<file path="src/rtl/gpu_write_buffer_if.sv">
// Pixel-write, clear-request and SRAM-write signals of the GPU write buffer.
// The buffer sits on the slave side. The rasterizer/SRAM-side driver sits on the master side.
interface gpu_write_buffer_if #(
    parameter int ADDR_W = 18,
    parameter int DATA_W = 16,
    parameter int LVL_W  = 5
);
    logic              I_VIDEO_ON;
    logic              I_PIX_VALID;
    logic              O_PIX_READY;
    logic [ADDR_W-1:0] I_PIX_ADDR;
    logic [DATA_W-1:0] I_PIX_DATA;
    logic              I_CLEAR;
    logic [DATA_W-1:0] I_CLEAR_DATA;
    logic              O_BUSY;
    logic [LVL_W-1:0]  O_LEVEL;
    logic [7:0]        O_DROP_CNT;
    logic [ADDR_W-1:0] O_SRAM_ADDR;
    logic [DATA_W-1:0] O_SRAM_DATA;
    logic              O_SRAM_WRITE;
    logic              O_SRAM_READ;

    modport master (
        output I_VIDEO_ON, I_PIX_VALID, I_PIX_ADDR, I_PIX_DATA, I_CLEAR, I_CLEAR_DATA,
        input  O_PIX_READY, O_BUSY, O_LEVEL, O_DROP_CNT,
               O_SRAM_ADDR, O_SRAM_DATA, O_SRAM_WRITE, O_SRAM_READ
    );

    modport slave (
        input  I_VIDEO_ON, I_PIX_VALID, I_PIX_ADDR, I_PIX_DATA, I_CLEAR, I_CLEAR_DATA,
        output O_PIX_READY, O_BUSY, O_LEVEL, O_DROP_CNT,
               O_SRAM_ADDR, O_SRAM_DATA, O_SRAM_WRITE, O_SRAM_READ
    );
endinterface

</file>
<file path="src/rtl/gpu_write_buffer.sv">
// Pixel write buffer between the rasterizer and the frame-buffer SRAM.
// Queued pixels, and the full-screen clear sweep, reach SRAM only while the display is blanking.
module gpu_write_buffer #(
    parameter int DEPTH    = 16,
    parameter int ADDR_W   = 18,
    parameter int DATA_W   = 16,
    parameter int FB_WORDS = 256000
) (
    input  logic I_CLK,
    input  logic I_RST,
    gpu_write_buffer_if.slave bus
);
    localparam int PTR_W = $clog2(DEPTH);
    localparam int LVL_W = PTR_W + 1;
    localparam int ENT_W = ADDR_W + DATA_W;

    localparam logic [0:0] ST_DRAIN = 1'b0;
    localparam logic [0:0] ST_CLEAR = 1'b1;

    localparam logic [ADDR_W:0]   FB_LIMIT  = (ADDR_W + 1)'(FB_WORDS);
    localparam logic [ADDR_W-1:0] LAST_ADDR = ADDR_W'(FB_WORDS - 1);

    function automatic logic [7:0] sat_inc(input logic [7:0] v);
        return (v == 8'hFF) ? v : v + 8'd1;
    endfunction

    logic [ENT_W-1:0]  mem [DEPTH];
    logic [LVL_W-1:0]  wr_ptr;
    logic [LVL_W-1:0]  rd_ptr;
    logic [LVL_W-1:0]  level;
    logic [0:0]        state;
    logic              clear_pending;
    logic              sweep_last;
    logic [ADDR_W-1:0] sweep_cnt;
    logic [DATA_W-1:0] clear_colour;
    logic [ADDR_W-1:0] sram_addr;
    logic [DATA_W-1:0] sram_data;
    logic              sram_write;
    logic [7:0]        drop_cnt;

    logic              full;
    logic              empty;
    logic              pix_ready;
    logic              xfer;
    logic              in_range;
    logic              push;
    logic              pop;
    logic              drop;
    logic              clear_accept;
    logic [ENT_W-1:0]  head;

    // Pointers carry one extra wrap bit so full and empty are distinguishable.
    assign level = wr_ptr - rd_ptr;
    assign full  = (level == LVL_W'(DEPTH));
    assign empty = (level == '0);
    assign head  = mem[rd_ptr[PTR_W-1:0]];

    assign pix_ready    = !full && !clear_pending && (state == ST_DRAIN);
    assign xfer         = bus.I_PIX_VALID && pix_ready;
    assign in_range     = ({1'b0, bus.I_PIX_ADDR} < FB_LIMIT);
    assign push         = xfer && in_range;
    assign drop         = xfer && !in_range;
    assign pop          = (state == ST_DRAIN) && !bus.I_VIDEO_ON && !empty;
    assign clear_accept = bus.I_CLEAR && (state != ST_CLEAR);

    always_ff @(posedge I_CLK) begin
        if (push) begin
            mem[wr_ptr[PTR_W-1:0]] <= {bus.I_PIX_ADDR, bus.I_PIX_DATA};
        end
    end

    always_ff @(posedge I_CLK) begin
        if (clear_accept) begin
            clear_colour <= bus.I_CLEAR_DATA;
        end
    end

    always_ff @(posedge I_CLK or posedge I_RST) begin
        if (I_RST) begin
            wr_ptr        <= '0;
            rd_ptr        <= '0;
            state         <= ST_DRAIN;
            clear_pending <= 1'b0;
            sweep_last    <= 1'b0;
            sweep_cnt     <= '0;
            sram_addr     <= '0;
            sram_data     <= '0;
            sram_write    <= 1'b0;
            drop_cnt      <= '0;
        end else begin
            if (push) begin
                wr_ptr <= wr_ptr + LVL_W'(1);
            end
            if (pop) begin
                rd_ptr <= rd_ptr + LVL_W'(1);
            end
            if (drop) begin
                drop_cnt <= sat_inc(drop_cnt);
            end
            if (clear_accept) begin
                clear_pending <= 1'b1;
            end

            case (state)
                ST_DRAIN: begin
                    if (pop) begin
                        sram_addr  <= head[ENT_W-1:DATA_W];
                        sram_data  <= head[DATA_W-1:0];
                        sram_write <= 1'b1;
                    end else begin
                        sram_write <= 1'b0;
                    end
                    // The clear starts only after every previously queued pixel has landed.
                    if (clear_pending && empty) begin
                        state      <= ST_CLEAR;
                        sweep_cnt  <= '0;
                        sweep_last <= 1'b0;
                        if (!clear_accept) begin
                            clear_pending <= 1'b0;
                        end
                    end
                end
                ST_CLEAR: begin
                    if (sweep_last) begin
                        state      <= ST_DRAIN;
                        sweep_last <= 1'b0;
                        sram_write <= 1'b0;
                    end else if (!bus.I_VIDEO_ON) begin
                        sram_addr  <= sweep_cnt;
                        sram_data  <= clear_colour;
                        sram_write <= 1'b1;
                        if (sweep_cnt == LAST_ADDR) begin
                            sweep_last <= 1'b1;
                        end else begin
                            sweep_cnt <= sweep_cnt + ADDR_W'(1);
                        end
                    end else begin
                        sram_write <= 1'b0;
                    end
                end
            endcase
        end
    end

    assign bus.O_PIX_READY  = pix_ready;
    assign bus.O_BUSY       = !empty || clear_pending || (state == ST_CLEAR);
    assign bus.O_LEVEL      = level;
    assign bus.O_DROP_CNT   = drop_cnt;
    assign bus.O_SRAM_ADDR  = sram_addr;
    assign bus.O_SRAM_DATA  = sram_data;
    assign bus.O_SRAM_WRITE = sram_write;
    assign bus.O_SRAM_READ  = 1'b0;
endmodule
</file>
<file path="src/flat_wrapper.sv">
// flat-port wrapper written by rule: the top's interface ports become plain ports
module gpu_write_buffer_flat 
#(
    parameter int DEPTH    = 16,
    parameter int ADDR_W   = 18,
    parameter int DATA_W   = 16,
    parameter int FB_WORDS = 256000
)
  (I_CLK, I_RST, bus_I_VIDEO_ON, bus_I_PIX_VALID, bus_I_PIX_ADDR, bus_I_PIX_DATA, bus_I_CLEAR, bus_I_CLEAR_DATA, bus_O_PIX_READY, bus_O_BUSY, bus_O_LEVEL, bus_O_DROP_CNT, bus_O_SRAM_ADDR, bus_O_SRAM_DATA, bus_O_SRAM_WRITE, bus_O_SRAM_READ);
  gpu_write_buffer_if #(.ADDR_W(ADDR_W), .DATA_W(DATA_W)) bus_i ();
  input  logic I_CLK;
  input  logic I_RST;
  input wire logic [$bits(bus_i.I_VIDEO_ON)-1:0] bus_I_VIDEO_ON;
  input wire logic [$bits(bus_i.I_PIX_VALID)-1:0] bus_I_PIX_VALID;
  input wire logic [$bits(bus_i.I_PIX_ADDR)-1:0] bus_I_PIX_ADDR;
  input wire logic [$bits(bus_i.I_PIX_DATA)-1:0] bus_I_PIX_DATA;
  input wire logic [$bits(bus_i.I_CLEAR)-1:0] bus_I_CLEAR;
  input wire logic [$bits(bus_i.I_CLEAR_DATA)-1:0] bus_I_CLEAR_DATA;
  output wire logic [$bits(bus_i.O_PIX_READY)-1:0] bus_O_PIX_READY;
  output wire logic [$bits(bus_i.O_BUSY)-1:0] bus_O_BUSY;
  output wire logic [$bits(bus_i.O_LEVEL)-1:0] bus_O_LEVEL;
  output wire logic [$bits(bus_i.O_DROP_CNT)-1:0] bus_O_DROP_CNT;
  output wire logic [$bits(bus_i.O_SRAM_ADDR)-1:0] bus_O_SRAM_ADDR;
  output wire logic [$bits(bus_i.O_SRAM_DATA)-1:0] bus_O_SRAM_DATA;
  output wire logic [$bits(bus_i.O_SRAM_WRITE)-1:0] bus_O_SRAM_WRITE;
  output wire logic [$bits(bus_i.O_SRAM_READ)-1:0] bus_O_SRAM_READ;
  assign bus_i.I_VIDEO_ON = bus_I_VIDEO_ON;
  assign bus_i.I_PIX_VALID = bus_I_PIX_VALID;
  assign bus_i.I_PIX_ADDR = bus_I_PIX_ADDR;
  assign bus_i.I_PIX_DATA = bus_I_PIX_DATA;
  assign bus_i.I_CLEAR = bus_I_CLEAR;
  assign bus_i.I_CLEAR_DATA = bus_I_CLEAR_DATA;
  assign bus_O_PIX_READY = bus_i.O_PIX_READY;
  assign bus_O_BUSY = bus_i.O_BUSY;
  assign bus_O_LEVEL = bus_i.O_LEVEL;
  assign bus_O_DROP_CNT = bus_i.O_DROP_CNT;
  assign bus_O_SRAM_ADDR = bus_i.O_SRAM_ADDR;
  assign bus_O_SRAM_DATA = bus_i.O_SRAM_DATA;
  assign bus_O_SRAM_WRITE = bus_i.O_SRAM_WRITE;
  assign bus_O_SRAM_READ = bus_i.O_SRAM_READ;
  gpu_write_buffer #(.DEPTH(DEPTH), .ADDR_W(ADDR_W), .DATA_W(DATA_W), .FB_WORDS(FB_WORDS)) u_core (.I_CLK(I_CLK), .I_RST(I_RST), .bus(bus_i));
endmodule
</file>
<file path="config.mk">
export PLATFORM = sky130hd
export DESIGN_NAME = gpu_write_buffer_flat
export DESIGN_NICKNAME = d
export VERILOG_FILES = /design/src/rtl/gpu_write_buffer_if.sv /design/src/rtl/gpu_write_buffer.sv /design/src/flat_wrapper.sv
export SDC_FILE = /design/constraint.sdc
export NUM_CORES = 1
export LEC_CHECK = 0
export CORE_MARGIN = 8
export CORE_UTILIZATION = 60
export DETAILED_ROUTE_END_ITERATION = 6
export PLACE_DENSITY_LB_ADDON = 0.15
export SLEW_MARGIN = 40
export SYNTH_ARGS = -nofsm -noshare
export SYNTH_HDL_FRONTEND = slang
export SYNTH_SLANG_ARGS = --single-unit
</file>
<file path="constraint.sdc">
create_clock -name I_CLK -period 6 [get_ports I_CLK]
set_clock_uncertainty 0.05 [all_clocks]
set_input_delay 0.9 -clock I_CLK [delete_from_list [all_inputs] [get_ports I_CLK]]
set_output_delay 0.9 -clock I_CLK [all_outputs]
set_load 0.01 [all_outputs]
</file>
==> metrics.cfg, run 1 <==
[outcome]
status=finished clean

[place]
pre_cts_slack_ns=1.51
io_buffers=104
detailed_place_hpwl_um=32800
routabilityCongestion=0.779

[cts]
cts-resized-gates=0
post_cts_buffers=0
cts_made_buffers=66
clkSlewWorstSetupHoldPaths_ns=0.06
cts_tree=yes
clk_latency_ns=0.58
cts_max_level=3
cts.sinks=634
hold_buffers=0
cts_buffer_depth=3
cts-root-buf=clkbuf_16

[synth]
synth_edf_count=560
syn_area_sq_um=25000
dominantRegCellSynth=edfxtp_1
ys_warn_count=0
syn_inst=1427
syn_nets=1494
ys_ff_latch=634
seq_area_frac_synth_pct=74.7
synth.distinct_cells=50
syn-mean-instance-area_sq_um=17.5
async_flop_share_pct=11.7

[run]
timing.max_cap.violations=0

[drt]
wl_um=58100
dr.pass1.iters=5
antenna_left=0
drc=0
vias=13432
drt-initial-drc-count=1188
wl_per_cell_um=27.3
via_per_inst=6.31

[sta]
tightest_slew_ns=0.802
slew_viol_final=0
timing.hold.ws_ns=0.425
fmax_mhz=220
rsz0062_at_grt=no
period_share_pct=75.9
timing.final.hold_violations=0
tns_ns=0
min_period_ns=4.55
relSlewSlack_pct=46.4
setup_viol=0
setup_slack_ns=1.45

[finish]
final_common_cell=edfxtp_1
postLayoutCoreUtil_pct=70.3
n_fill_cell=2568
fin_nets=1612
area_growth_pct=15.3
diodes=0
layout-drive-gt1-share_pct=22.2
layout_common_cells=edfxtp_1 (560), mux2_2 (138), nand2_1 (128), clkdlybuf4s50_1 (104), dfrtp_1 (70)

[floorplanning]
start_util_pct=60.9
die_area_sq_um=48400
num_io_pins=106
die_w_um=220
die_y_um=220
coreArea_sq_um=41000
rows=74

[worst_setup_path]
cp.buffers_inverters=3
critical_path_class=register to primary output
crit_chain=inv_1 > ha_1 > nand2b_1 > a21oi_1 > xor2_1 > inv_2 > a21oi_1 > clkdlybuf4s50_1
crit_top_cell=a21oi_1
cp_top_family=buffers and inverters
slowest_stage=dfrtp_4
arrival_ns=3.60
worstRegToRegCells=10
crit_cells=8
timing.rr.start=u_core.rd_ptr[2]$_DFFE_PP0P_
start_kind=register
cp.required_ns=5.05
end_kind=primary output
rrSetupSlack_ns=1.83
critical_path.max_fanout=34
slowest_delay_ns=0.76
worstSetupStartpoint=u_core.rd_ptr[2]$_DFFE_PP0P_

[worst_hold_path]
hold_start=u_core.bus.O_SRAM_ADDR[6]$_DFFE_PP0P_
whs_path_depth=2
hold_class=register to register

[grt]
grt_max_degree=61
grt_use_total_pct=24.4
grt-ovfl-total=0
grt_pass1_vias=13804
antenna_found_initial=0
grt_pass1_wl_um=86700

[power_and_ir_drop]
ir_drop_v=0.000278
powerDensity_nw_per_um2=450
leakagePower_nw=9.62

-- layer usage --
layer	part of all wire, %	GRT usage (%)	wire length [um]	vias to the layer above
met5	0	0	0	-
met4	2.3	7.65	1340	0
met3	7.7	5.20	4470	92
met2	49	40.2	28700	549
met1	41	32.7	23600	6929
li1	-	-	-	5862
-- tightest hold or removal path, cell delays in order (launching register included) --
cell and delay [ns]:
dfrtp_1 0.34, nand2_1 0.04, o21ai_0 0.06
-- final cells by class --
cell class | count | area, sq um | share of cell area (%)
clock buffer | 83 | 1800 | 6.24
inverter | 12 | 47.5 | 0.165
clock inverter | 36 | 314 | 1.09
timing repair buffer | 125 | 1260 | 4.38
sequential | 634 | 18700 | 64.8
tap | 532 | 666 | 2.31
multi-input combinational | 706 | 6060 | 21.0
-- worst paths after layout --
path,end
setup reg to reg,u_core.mem[12][15]$_DFFE_PP_
setup / recovery,bus_O_PIX_READY
min in group asynchronous,u_core.bus.O_SRAM_ADDR[13]$_DFFE_PP0P_
hold / removal,u_core.bus.O_SRAM_ADDR[6]$_DFFE_PP0P_
max in group asynchronous,u_core.rd_ptr[0]$_DFFE_PP0P_
hold reg to reg,u_core.bus.O_SRAM_ADDR[6]$_DFFE_PP0P_
-- kinds of logic (layout without fill, tap and decap cells) --
| kind of cell | count (synthesis) | count (layout) | share of synthesized area, % |
|---|---|---|---|
| XOR/XNOR | 29 | 29 | 1.02 |
| adder cells (fa/ha/maj) | 12 | 12 | 0.631 |
| flip-flops | 634 | 634 | 74.7 |
| AO/OA/AOI/OAI | 199 | 199 | 5.14 |
| other | 1 | 1 | 0.0150 |
| multiplexers | 207 | 207 | 12.4 |
| buffers and inverters | 87 | 256 | 1.44 |
| AND/OR/NAND/NOR | 258 | 258 | 4.70 |
-- flip-flops by register name, indices dropped and copies added, names as in the netlist --
| name | count |
|---|---|
| u_core.bus.O_DROP_CNT | 8 |
| u_core.sweep_cnt | 18 |
| u_core.rd_ptr | 5 |
| u_core.bus.O_SRAM_WRITE | 1 |
| u_core.bus.O_SRAM_ADDR | 18 |
| u_core.wr_ptr | 5 |
| u_core.state | 1 |
| u_core.clear_pending | 1 |
| u_core.clear_colour | 16 |
| u_core.mem | 544 |
| u_core.bus.O_SRAM_DATA | 16 |
| u_core.sweep_last | 1 |
-- Yosys cell counts, types with 22 or more instances --
master / number / area share, %
a21oi_1: 42 / 0.84
a221oi_1: 34 / 1.2
and3_1: 25 / 0.63
buf_2: 22 / 0.44
clkbuf_1: 44 / 0.66
dfrtp_1: 74 / 7.4
edfxtp_1: 560 / 67
mux2_2: 138 / 6.2
mux4_2: 68 / 6.1
nand2_1: 128 / 1.9
nor2_1: 56 / 0.84
o21ai_0: 40 / 0.80
o22ai_1: 69 / 1.7
-- per-stage QoR --
| step | instance area, sq um | total power, mW | std cells |
|---|---|---|---|
| detailed placement | 26700 | 9.06 | 2009 |
| global route | 28800 | 13.5 | 2128 |
| global placement | 26600 | 8.95 | 2006 |
| CTS | 28800 | 13.0 | 2128 |
| finish | 28800 | 13.0 | 2128 |
| floorplan | 25000 | 7.66 | 1427 |
-- where the power goes --
part           internal (mW)  switching, mW  leakage (nW)
logic                   1.63           2.16          2.60
clock network           2.35           1.64          1.03
registers               5.02          0.165          5.99
Power figures use the tool's default switching activity.
==> run 2, diff against run 1 <==
==> constraint.sdc (replaced) <==
create_clock -name I_CLK -period 4.6 [get_ports I_CLK]
set_clock_uncertainty 0.05 [all_clocks]
set_input_delay 0.69 -clock I_CLK [delete_from_list [all_inputs] [get_ports I_CLK]]
set_output_delay 0.69 -clock I_CLK [all_outputs]
set_load 0.01 [all_outputs]
==> run 2 against run 1 <==
Total power increased by 31%. Non-clock buffer count increased by 32. Final cell count increased by 1.6%. Final area increased by 1.1%. Largest power group unchanged.
==> metrics.cfg, run 2 (synthesis gave the netlist of run 1 again) <==
[outcome]
status=finished clean

[drt]
route.met3.wl_um=4410
met1Wirelength_um=24400
highest_layer=met5
wl_um=57400
wl_per_cell_um=26.5
drc=0
vias=13726
via_per_inst=6.35
dr_wl_met2_um=27500
drt-initial-drc-count=1397
antenna_left=0
dr.pass1.iters=7

[power_and_ir_drop]
total_power_mw=17.0
leakagePower_nw=9.85
ir_drop_v=0.000404
powerDensity_nw_per_um2=583

[sta]
setup_viol=0
period_share_pct=92.2
rsz0062_at_grt=no
relSlewSlack_pct=43.5
tightest_slew_ns=0.845
slew_viol_final=0
tns_ns=0
min_period_ns=4.24
timing.final.hold_violations=0
fmax_mhz=236

[floorplanning]
coreArea_sq_um=41000
start_util_pct=60.9
die_area_sq_um=48400
die_y_um=220
num_io_pins=106
rows=74
die_w_um=220

[finish]
fin_nets=1644
largest_reg_flops=544
register_area_sq_um=18700
n_fill_cell=2585
layout_common_cells=edfxtp_1 (560), mux2_2 (138), nand2_1 (128), clkdlybuf4s50_1 (104), dfrtp_1 (70)
final_common_cell=edfxtp_1
diodes=0
area_growth_pct=16.6
layout-drive-gt1-share_pct=23.6
design_area_sq_um=29100
multi_input_area_sq_um=6010

[worst_setup_path]
rrSetupSlack_ns=0.78
start_kind=register
end_kind=primary output
slowest_delay_ns=0.60
crit_chain=buf_4 > clkinv_1 > ha_1 > nand3b_1 > nor4b_2 > or2_1 > a21oi_1 > clkdlybuf4s50_1
slowest_stage=clkdlybuf4s50_1
cp.required_ns=3.86
timing.rr.start=u_core.rd_ptr[1]$_DFFE_PP0P_
critical_path_class=register to primary output
cp.buffers_inverters=3
arrival_ns=3.50
critical_path.max_fanout=39
cp_top_family=buffers and inverters
r2r-end=u_core.mem[13][10]$_DFFE_PP_
worstRegToRegCells=10

[cts]
clkSlewWorstSetupHoldPaths_ns=0.06
post_cts_buffers=0
cts-resized-gates=0
cts_max_level=3
cts_tree=yes
hold_buffers=0
clk_latency_ns=0.58
cts-root-buf=clkbuf_16
cts_made_buffers=66
cts_buffer_depth=3
cts.sinks=634

[worst_hold_path]
hold_path_end=u_core.bus.O_SRAM_ADDR[9]$_DFFE_PP0P_
whs_path_depth=2
hold_class=register to register
hold_start=u_core.bus.O_SRAM_ADDR[9]$_DFFE_PP0P_

[grt]
grt_pass1_wl_um=86200
grt_max_degree=96
antenna_found_initial=1
grt_pass1_vias=13791
grt-ovfl-total=0
grt_use_total_pct=24.0

[place]
detailed_place_hpwl_um=34600
routabilityCongestion=0.794
io_buffers=104
placed_area_sq_um=27000

[run]
timing.max_cap.violations=0

==> run 2: stage by stage <==
stage	worst slack (ns)	hold slack, ns	utilization, %	std cells
global route	0.176	0.453	71.1	2161
floorplan	0.834	0.410	-	1427
CTS	0.386	0.433	71.0	2160
global placement	0.921	0.411	65.6	2037
finish	0.361	0.424	71.1	2161
detailed placement	0.885	0.420	65.7	2040
==> run 2: worst max path at each step <==
stage                                      start                      endpoint  cells past startpoint
floorplan           u_core.wr_ptr[0]$_DFFE_PP0P_   u_core.mem[11][0]$_DFFE_PP_                      9
global placement              bus_I_PIX_ADDR[12]   u_core.mem[12][9]$_DFFE_PP_                      8
detailed placement  u_core.rd_ptr[1]$_DFFE_PP0P_  u_core.mem[13][13]$_DFFE_PP_                     10
CTS                 u_core.rd_ptr[1]$_DFFE_PP0P_               bus_O_PIX_READY                      8
global route        u_core.rd_ptr[1]$_DFFE_PP0P_                    bus_O_BUSY                      8
finish              u_core.rd_ptr[1]$_DFFE_PP0P_               bus_O_PIX_READY                      8
==> run 2: layer usage <==
layer,vias up,GRT usage [%]
li1,5943,-
met1,7124,33.9
met2,569,38.3
met3,88,4.87
met4,2,6.51
met5,-,0
==> run 2: area by class of cell <==
type | instances | share of cell area (%)
clock buffers | 84 | 6.15
clock inverters | 36 | 1.25
inverters | 12 | 0.172
multi-input cells | 706 | 20.6
flip-flops and latches | 634 | 64.1
well taps | 532 | 2.28
repair buffers | 157 | 5.46
==> run 2: report_power, final <==
| group | switching [mW] | total [mW] | leakage, nW | internal [mW] |
|---|---|---|---|---|
| registers | 0.208 | 6.76 | 5.99 | 6.55 |
| clock network | 2.13 | 5.29 | 1.05 | 3.16 |
| logic | 2.82 | 4.96 | 2.80 | 2.15 |
| total | 5.15 | 17.0 | 9.85 | 11.9 |
==> run 2: worst reg2reg max path, cell delays in order (launching register included) <==
cell and delay [ns]:
dfrtp_2 0.37, buf_4 0.51, clkinv_1 0.23, ha_1 0.33
nand3b_1 0.11, nor4b_2 0.19, or2_1 0.32, a211oi_1 0.26
buf_4 0.30, and3_2 0.55, buf_12 0.27
==> run 3, diff against run 2 <==
--- a/config.mk
+++ b/config.mk
@@ -5,6 +5,7 @@
 export SDC_FILE = /design/constraint.sdc
 export NUM_CORES = 1
 export LEC_CHECK = 0
+export CORE_ASPECT_RATIO = 1.25
 export CORE_MARGIN = 8
 export CORE_UTILIZATION = 60
 export DETAILED_ROUTE_END_ITERATION = 6
==> run 3 against run 2 <==
Flip-flop and latch count unchanged. Critical path depth unchanged. Non-clock buffer count decreased by 1. First-iteration DRC count decreased by 9.7%. Count of clock-buffer cells in the layout decreased by 7. Setup slack improved by 0.11 ns. Final cell count increased by 0.23%. Combinational power about the same. Global-route usage increased by 0.35 points. Clock power decreased by 13%. Sequential power about the same. Register-to-register slack improved by 0.10 ns.
==> metrics.cfg, run 3 (synthesis gave the netlist of run 1 again) <==
[cts]
clk_latency_ns=0.59
cts_buffer_depth=3
cts_max_level=2
cts.sinks=634
cts_made_buffers=57
post_cts_buffers=0
hold_buffers=0
cts-root-buf=clkbuf_16
cts_tree=yes
clkSlewWorstSetupHoldPaths_ns=0.06
cts-resized-gates=0

[drt]
drt-initial-drc-count=1261
wl_um=58600
drc=0
via_per_inst=6.31
vias=13677
wl_per_cell_um=27.0
dr.pass1.iters=5
antenna_left=0

[sta]
timing.hold.ws_ns=0.425
rsz0062_at_grt=no
fmax_mhz=242
period_share_pct=89.8
timing.final.hold_violations=0
slew_viol_final=0
relSlewSlack_pct=49.0
setup_viol=0
setup_slack_ns=0.471
tns_ns=0
tightest_slew_ns=0.762
min_period_ns=4.13

[finish]
multi_input_area_sq_um=6010
diodes=0
final_common_cell=edfxtp_1
area_growth_pct=15.3
layout-drive-gt1-share_pct=23.2
fin_nets=1634
postLayoutCoreUtil_pct=70.1
register_area_sq_um=18700
layout_common_cells=edfxtp_1 (560), mux2_2 (138), nand2_1 (128), clkdlybuf4s50_1 (104), dfrtp_1 (70)
largest_reg_flops=544
n_fill_cell=2669

[floorplanning]
die_w_um=199
die_area_sq_um=48500
start_util_pct=60.8
num_io_pins=106
coreArea_sq_um=41100
die_y_um=244
rows=83

[worst_setup_path]
arrival_ns=3.39
start_kind=register
worstRegToRegCells=11
worstSetupStartpoint=u_core.rd_ptr[1]$_DFFE_PP0P_
critical_path.max_fanout=39
rrSetupSlack_ns=0.88
slowest_delay_ns=0.60
end_kind=primary output
critical_path_class=register to primary output
slowest_stage=clkdlybuf4s50_1
r2r-end=u_core.mem[15][12]$_DFFE_PP_
crit_end=bus_O_PIX_READY
crit_cells=8
cp.required_ns=3.86
cp.buffers_inverters=3
cp_top_family=buffers and inverters
crit_chain=buf_4 > inv_1 > ha_1 > nand3b_1 > nor4b_2 > or2_1 > a21oi_1 > clkdlybuf4s50_1
timing.rr.start=u_core.wr_ptr[0]$_DFFE_PP0P_

[worst_hold_path]
hold_class=register to register

[place]
detailed_place_hpwl_um=34900
routabilityCongestion=0.826
pre_cts_slack_ns=0.899
io_buffers=104

[grt]
antenna_found_initial=1
top_usage_layer=met2
use_met1_pct=31.9
grt_pass1_wl_um=88700
grt_use_total_pct=24.4
grt_max_degree=91
met3_usage_pct=4.08
grt-ovfl-total=0
grt_util_met2_pct=41.5
grt_pass1_vias=14485

[power_and_ir_drop]
powerDensity_nw_per_um2=566
ir_drop_v=0.000457
total_power_mw=16.3
leakagePower_nw=9.68

[outcome]
status=finished clean

[run]
timing.max_cap.violations=0

[run 3: changes by cell type in the layout (fill, tap and decap cells not counted), moves of 2 or more]
cell        before  now
clkbuf_8         1    3
inv_6            2    0
bufinv_16        7    4
clkbuf_16       69   58
clkinvlp_4       2    4
clkbuf_1        14   16
clkinv_1        13    6
[run 3: worst reg2reg max path: cells and delay by family, from the launching register on]
kind	cells	cell delay (ns)
compound gates	2	0.50
xor+xnor	1	0.31
buf+inv	4	0.85
fa+ha+maj	2	0.62
simple gates	2	0.69
flops	1	0.39
[run 3: stage by stage]
stage	cell area, sq um	cells
floorplan	25000	1427
global placement	26900	2057
detailed placement	27000	2060
CTS	28800	2166
global route	28800	2166
finish	28800	2166
[run 3: worst min-delay path by stage]
stage | from | end | slack (ns) | cells past startpoint
2_1_floorplan | u_core.wr_ptr[4]$_DFFE_PP0P_ | u_core.wr_ptr[4]$_DFFE_PP0P_ | 0.41 | 1
3_3_place_gp | u_core.bus.O_SRAM_ADDR[6]$_DFFE_PP0P_ | u_core.bus.O_SRAM_ADDR[6]$_DFFE_PP0P_ | 0.41 | 2
6_report | u_core.bus.O_SRAM_ADDR[0]$_DFFE_PP0P_ | u_core.bus.O_SRAM_ADDR[0]$_DFFE_PP0P_ | 0.43 | 2
5_1_grt | u_core.bus.O_SRAM_ADDR[4]$_DFFE_PP0P_ | u_core.bus.O_SRAM_ADDR[4]$_DFFE_PP0P_ | 0.45 | 2
3_5_place_dp | u_core.bus.O_SRAM_ADDR[4]$_DFFE_PP0P_ | u_core.bus.O_SRAM_ADDR[4]$_DFFE_PP0P_ | 0.42 | 2
4_1_cts | I_RST | u_core.bus.O_SRAM_DATA[15]$_DFFE_PP0P_ | 0.43 | 2
[run 3: power by group]
part	total (mW)	switching, mW	internal (mW)
logic	4.94	2.81	2.13
clock network	4.62	2.02	2.59
registers	6.76	0.211	6.55
[run 3: metal layers]
layer	share of wire [%]	routed length, um
met1	39	22800
met2	51	30100
met3	7.1	4160
met4	2.7	1570
met5	0.022	13
[run 3: area by class of cell]
cell class / count / area share, %
sequential: 634 / 64.8
timing repair buffer: 156 / 5.49
clock buffer: 77 / 5.39
clock inverter: 29 / 0.912
multi-input combinational: 706 / 20.8
tap: 552 / 2.40
inverter: 12 / 0.174
